## config.mk

```make
export PLATFORM = sky130hd
export DESIGN_NAME = pic_ack_sequencer
export DESIGN_NICKNAME = d
export VERILOG_FILES = /design/src/rtl/pic_pkg.sv /design/src/rtl/pic_prio_enc.sv /design/src/rtl/pic_ack_sequencer.sv
export SDC_FILE = /design/constraint.sdc
export NUM_CORES = 1
export LEC_CHECK = 0
export CELL_PAD_IN_SITES_DETAIL_PLACEMENT = 1
export CELL_PAD_IN_SITES_GLOBAL_PLACEMENT = 2
export CORE_AREA = 2 2 113 115
export CTS_BUF_LIST = sky130_fd_sc_hd__clkbuf_4
export DETAILED_ROUTE_END_ITERATION = 6
export DIE_AREA = 0 0 115 117
export PLACE_DENSITY_LB_ADDON = 0.1
export SYNTH_ARGS = -nofsm -noshare
export SYNTH_HDL_FRONTEND = slang
export SYNTH_SLANG_ARGS = --single-unit
```

## constraint.sdc

```tcl
create_clock -name clk -period 18.73 [get_ports clk]
set_input_delay 3.746 -clock clk [delete_from_list [all_inputs] [get_ports clk]]
set_output_delay 3.746 -clock clk [all_outputs]
set_load 0.02 [all_outputs]
```

## src/rtl/pic_pkg.sv

```systemverilog
// Shared types and OCW2 opcodes for the PIC acknowledge sequencer.
package pic_pkg;

  typedef enum logic [1:0] {
    ST_IDLE  = 2'd0,
    ST_ACK1  = 2'd1,
    ST_WAIT2 = 2'd2,
    ST_ACK2  = 2'd3
  } pic_state_e;

  localparam logic [2:0] OCW2_CLR_ROT    = 3'b000;
  localparam logic [2:0] OCW2_NS_EOI     = 3'b001;
  localparam logic [2:0] OCW2_NOP        = 3'b010;
  localparam logic [2:0] OCW2_SP_EOI     = 3'b011;
  localparam logic [2:0] OCW2_SET_ROT    = 3'b100;
  localparam logic [2:0] OCW2_ROT_NS_EOI = 3'b101;
  localparam logic [2:0] OCW2_SET_PRI    = 3'b110;
  localparam logic [2:0] OCW2_ROT_SP_EOI = 3'b111;

  // Rank 0 is the highest priority; the level just above lp owns rank 0.
  function automatic logic [2:0] prio_rank(input logic [2:0] lvl, input logic [2:0] lp);
    return 3'(lvl - lp - 3'd1);
  endfunction

endpackage

```

## src/rtl/pic_prio_enc.sv

```systemverilog
// Rotating priority encoder: returns the highest-ranked set level given lp.
module pic_prio_enc (
  input  logic [7:0] vec,
  input  logic [2:0] lp,
  output logic       valid_c,
  output logic [2:0] level_c
);

  // Walk from lowest rank to highest so the highest-ranked hit lands last.
  always_comb begin
    valid_c = 1'b0;
    level_c = 3'd7;
    for (int k = 7; k >= 0; k--) begin
      if (vec[lp + 3'd1 + 3'(k)]) begin
        valid_c = 1'b1;
        level_c = lp + 3'd1 + 3'(k);
      end
    end
  end

endmodule

```

## src/rtl/pic_ack_sequencer.sv

```systemverilog
// 8259-style two-pulse INTA sequencer with rotating priority, fully nested ISR and OCW2 EOI handling.
module pic_ack_sequencer
  import pic_pkg::*;
#(
  parameter int unsigned VEC_BASE_W = 5
) (
  input  logic                  clk,
  input  logic                  rst,
  input  logic [7:0]            irr,
  input  logic [7:0]            imr,
  input  logic                  inta_n,
  input  logic [VEC_BASE_W-1:0] vec_base,
  input  logic                  aeoi,
  input  logic                  ocw2_wr,
  input  logic [2:0]            ocw2_cmd,
  input  logic [2:0]            ocw2_lvl,
  output logic                  int_out,
  output logic [7:0]            isr,
  output logic [7:0]            irr_clr,
  output logic [7:0]            data_out,
  output logic                  data_oe
);

  pic_state_e state, state_d;
  logic       inta_q;
  logic [2:0] lp, lp_d;
  logic       rot_aeoi, rot_aeoi_d;
  logic [2:0] winner, winner_d;
  logic       spurious, spurious_d;
  logic [7:0] isr_d, isr_set, isr_clr;
  logic [7:0] irr_clr_d, data_out_d;
  logic       data_oe_d, int_out_d;

  logic       isr_valid_c, elig_valid_c;
  logic [2:0] isr_lvl_c, elig_lvl_c;
  logic [7:0] nest_mask_c, eligible_c;
  logic       inta_fall_c, inta_rise_c;

  assign inta_fall_c = inta_q & ~inta_n;
  assign inta_rise_c = ~inta_q & inta_n;

  pic_prio_enc u_isr_enc (
    .vec     (isr),
    .lp      (lp),
    .valid_c (isr_valid_c),
    .level_c (isr_lvl_c)
  );

  // Fully nested: only levels ranked strictly above the top in-service level may interrupt.
  always_comb begin
    nest_mask_c = '0;
    for (int i = 0; i < 8; i++) begin
      nest_mask_c[i] = !isr_valid_c || (prio_rank(3'(i), lp) < prio_rank(isr_lvl_c, lp));
    end
  end

  assign eligible_c = irr & ~imr & nest_mask_c;

  pic_prio_enc u_irr_enc (
    .vec     (eligible_c),
    .lp      (lp),
    .valid_c (elig_valid_c),
    .level_c (elig_lvl_c)
  );

  always_ff @(posedge clk) begin
    if (rst) begin
      state    <= ST_IDLE;
      inta_q   <= 1'b1;
      isr      <= '0;
      lp       <= 3'd7;
      rot_aeoi <= 1'b0;
      winner   <= 3'd7;
      spurious <= 1'b0;
      irr_clr  <= '0;
      data_out <= '0;
      data_oe  <= 1'b0;
      int_out  <= 1'b0;
    end else begin
      state    <= state_d;
      inta_q   <= inta_n;
      isr      <= isr_d;
      lp       <= lp_d;
      rot_aeoi <= rot_aeoi_d;
      winner   <= winner_d;
      spurious <= spurious_d;
      irr_clr  <= irr_clr_d;
      data_out <= data_out_d;
      data_oe  <= data_oe_d;
      int_out  <= int_out_d;
    end
  end

  always_comb begin
    state_d    = state;
    lp_d       = lp;
    rot_aeoi_d = rot_aeoi;
    winner_d   = winner;
    spurious_d = spurious;
    isr_set    = '0;
    isr_clr    = '0;
    irr_clr_d  = '0;

    unique case (state)
      ST_IDLE: begin
        if (inta_fall_c) begin
          state_d    = ST_ACK1;
          winner_d   = elig_lvl_c;
          spurious_d = !elig_valid_c;
          if (elig_valid_c) begin
            isr_set[elig_lvl_c]   = 1'b1;
            irr_clr_d[elig_lvl_c] = 1'b1;
          end
        end
      end
      ST_ACK1:  if (inta_rise_c) state_d = ST_WAIT2;
      ST_WAIT2: if (inta_fall_c) state_d = ST_ACK2;
      ST_ACK2: begin
        if (inta_rise_c) begin
          state_d = ST_IDLE;
          if (aeoi && !spurious) begin
            isr_clr[winner] = 1'b1;
            if (rot_aeoi) lp_d = winner;
          end
        end
      end
      default: state_d = ST_IDLE;
    endcase

    // OCW2 acts on the pre-cycle ISR; an explicit lp write overrides AEOI rotation.
    if (ocw2_wr) begin
      case (ocw2_cmd)
        OCW2_NS_EOI: if (isr_valid_c) isr_clr[isr_lvl_c] = 1'b1;
        OCW2_SP_EOI: isr_clr[ocw2_lvl] = 1'b1;
        OCW2_ROT_NS_EOI: begin
          if (isr_valid_c) begin
            isr_clr[isr_lvl_c] = 1'b1;
            lp_d               = isr_lvl_c;
          end
        end
        OCW2_ROT_SP_EOI: begin
          isr_clr[ocw2_lvl] = 1'b1;
          lp_d              = ocw2_lvl;
        end
        OCW2_SET_PRI: lp_d       = ocw2_lvl;
        OCW2_SET_ROT: rot_aeoi_d = 1'b1;
        OCW2_CLR_ROT: rot_aeoi_d = 1'b0;
        default: ;
      endcase
    end

    isr_d      = (isr & ~isr_clr) | isr_set;
    data_oe_d  = (state_d == ST_ACK2);
    data_out_d = (state_d == ST_ACK2) ? 8'({vec_base, winner_d}) : 8'd0;
    int_out_d  = (state_d == ST_IDLE) && elig_valid_c;
  end

endmodule

```

==> impl_metrics.tcl <==
set metrics [dict create \
    status "finished clean" \
    grt_pass1_vias 4888 \
    final_hold_viol_count 0 \
    initial_utilization 0.361 \
    path_common_cell "a211oi_1" \
    synthFlopType "dfxtp_1" \
    crit_type "reg2reg" \
    dp_cells 747 \
    fmax_mhz 107 \
    max_cap_violations 0 \
    synth-edff-count 0 \
    start_kind "flip-flop" \
    placementRows 41 \
    placed_area_mm2 0.00508 \
    cts_buffer_depth 2 \
    r2r_setup_slack_ns 9.40 \
    drt_iter0_markers 314 \
    grt_max_degree 42 \
    synthMuxAreaShare 0.114 \
    synthDistinctLibCells 99 \
    grt.met3_usage 0.0247 \
    place.gp.congestion 0.860 \
    post-route-period-util 0.498 \
    drc 0 \
    synth_area_mm2 0.00445 \
    met2_usage 0.448 \
    slowest_stage "ha_1" \
    synth_area_leaders "dfxtp_1, a21oi_1, nand2_1, nor2_1, mux2i_1" \
    use_met1 0.303 \
    syn_inst 566 \
    postRouteAntennaNets 0 \
    final_cell_mix "nand2_1, clkdlybuf4s50_1, nor2_1" \
    p_per_area_mw_per_mm2 162 \
    post_cts_resized 0 \
    die_area_mm2 0.0135 \
    hpwl_um 12300 \
    worstPathArrival_ns 9.56 \
    syn_avg_cell_area_um2 7.86 \
    numCtsBuffers 5 \
    stdcell_count 755 \
    hold_slack_ns 0.484 \
    synthArstFlopShare 0 \
    ys_ff_latch 37 \
    skew_ns 0.00169 \
    cpPeakStageDelay_ns 0.75 \
    io_buffers 57 \
    vias 4641 \
    grt_first_pass_wirelength_um 26100 \
    boundaryPins 58 \
    setup_viol 0 \
    p_leak_nw 1.95 \
    slew_viol_final 0 \
    grt_setup_unrepaired "false" \
    critPathMaxFanout 41 \
    postCtsHoldBufs 0 \
    relSlewSlack 0.423 \
    grt_util_all_layers 0.244 \
    cts_sinks 37 \
    antenna_found_initial 0 \
    routed_wirelength_um 16300 \
    viasPerCell 6.15 \
    wl_per_cell_um 21.6 \
    synth_seq_area_share 0.167 \
    r2r-start "lp[0]" \
    synthesis.nets 607 \
    antenna_cells 0 \
    die_w_um 115 \
    cts-root-buf "clkbuf_4" \
    total_power_w 0.000840 \
    nets 645 \
    synth_top_family_by_area "compound AO/OA/AOI/OAI gates" \
    firstDrtPassIters 4 \
    core_region_area_mm2 0.0123 \
    path_clk_slew_ns 0.11 \
    worstPathRequired_ns 18.96 \
    gr-max-usage-layer "met2" \
    endpoint_kind "flip-flop" \
    yosysTopAreaCell "dfxtp_1" \
    synth-simple-area-share 0.257 \
    worstSetupStartpoint "lp[0]" \
    drive_above_1_share 0.119 \
    synthXorXnorAreaFrac 0.0374 \
    post-route-cell-area_mm2 0.00518 \
    clock_latency_ns 0.35 \
    hp-class "reg2reg" \
    fin_crit_ns 9.33 \
    fp.dieH_um 117 \
    synthAdderAreaFrac 0.0270 \
    overflow 0 \
    tritoncts "yes" \
    yosysWarnings 0 \
    vdd_drop_max_v 0.0000580 \
    netlist.area_leader.share 0.167 \
    h-tree-depth 2 \
    syn_to_final_growth_pct 16.5 \
    synth_compound_area_frac 0.343 \
    post-cts-setup-buffers 0 \
    worstHoldStart "rot_aeoi" \
    tightest_slew_ns 0.843 \
    fin_setup_tns_ns 0 \
]
[critical path: cells and delay by family, from the launching register on]
| family | cells | cell delay [ns] |
|---|---|---|
| compound gates | 17 | 4.08 |
| xor+xnor | 1 | 0.36 |
| fa+ha+maj | 3 | 1.57 |
| buf+inv | 4 | 1.37 |
| flops | 1 | 0.33 |
| mux | 3 | 0.96 |
| simple gates | 4 | 0.48 |
[registers in the layout, summed over array words and instances (netlist names), 2 cells and up]
| register | count |
|---|---|
| lp | 3 |
| data_out | 8 |
| state | 2 |
| irr_clr | 8 |
| isr | 8 |
| winner | 3 |
[synthesized netlist by cell type, drive strengths merged, types with 5 or more instances]
library cell   n
a31oi          8
o21ai         34
and3          12
o22ai         13
buf           17
nor3          14
clkbuf        14
nand2b         8
mux2          10
nand2         57
ha             8
o32ai          6
and2           9
a21oi         48
or2            9
dfxtp         37
a211oi        10
inv           22
a2bb2oi        5
nand4          7
nor2          49
mux4           8
o311ai         6
nor2b          7
nand3         23
or3            6
o211ai         9
mux2i         19
xnor2          6
[stage by stage]
stage	setup slack (ns)	utilization
finish	9.40	0.421
global route	8.53	0.421
CTS	9.41	0.421
detailed placement	9.46	0.413
global placement	9.66	0.413
floorplan	11.01	-
[metal layers]
layer / routed length, um / share of wire
met2: 8440 / 0.52
met3: 506 / 0.031
met4: 217 / 0.013
met1: 7110 / 0.44
met5: 0 / 0
[final cells by class]
class | instances | area [um2]
inverter | 22 | 82.6
clock inverter | 3 | 65.1
fill | 1518 | 7130
multi-input combinational | 476 | 3460
sequential | 37 | 741
tap | 150 | 188
timing repair buffer | 62 | 608
clock buffer | 5 | 37.5
[cells by family (layout without fill, tap and decap cells)]
kind of cell,count (synthesis),in the layout
AND/OR/NAND/NOR,220,220
AO/OA/AOI/OAI,199,199
buffers and inverters,53,92
multiplexers,37,37
flip-flops,37,37
XOR/XNOR,11,11
adder cells (fa/ha/maj),9,9
[power by group]
part           leakage [nW]   total, W  switching (W)  internal, W
Combinational          1.60   0.000663       0.000416     0.000247
Clock                0.0552  0.0000692      0.0000279    0.0000413
Sequential            0.301   0.000108      0.0000183    0.0000893
Total                  1.95   0.000840       0.000463     0.000377
[final timing paths]
path	end	depth (start not counted)
worst max-delay path	isr[2]	32
worst min-delay path	rot_aeoi	2
worst max register to register	isr[2]	32
worst min register to register	rot_aeoi	2
No activity file was read; power rests on OpenSTA's default activity.
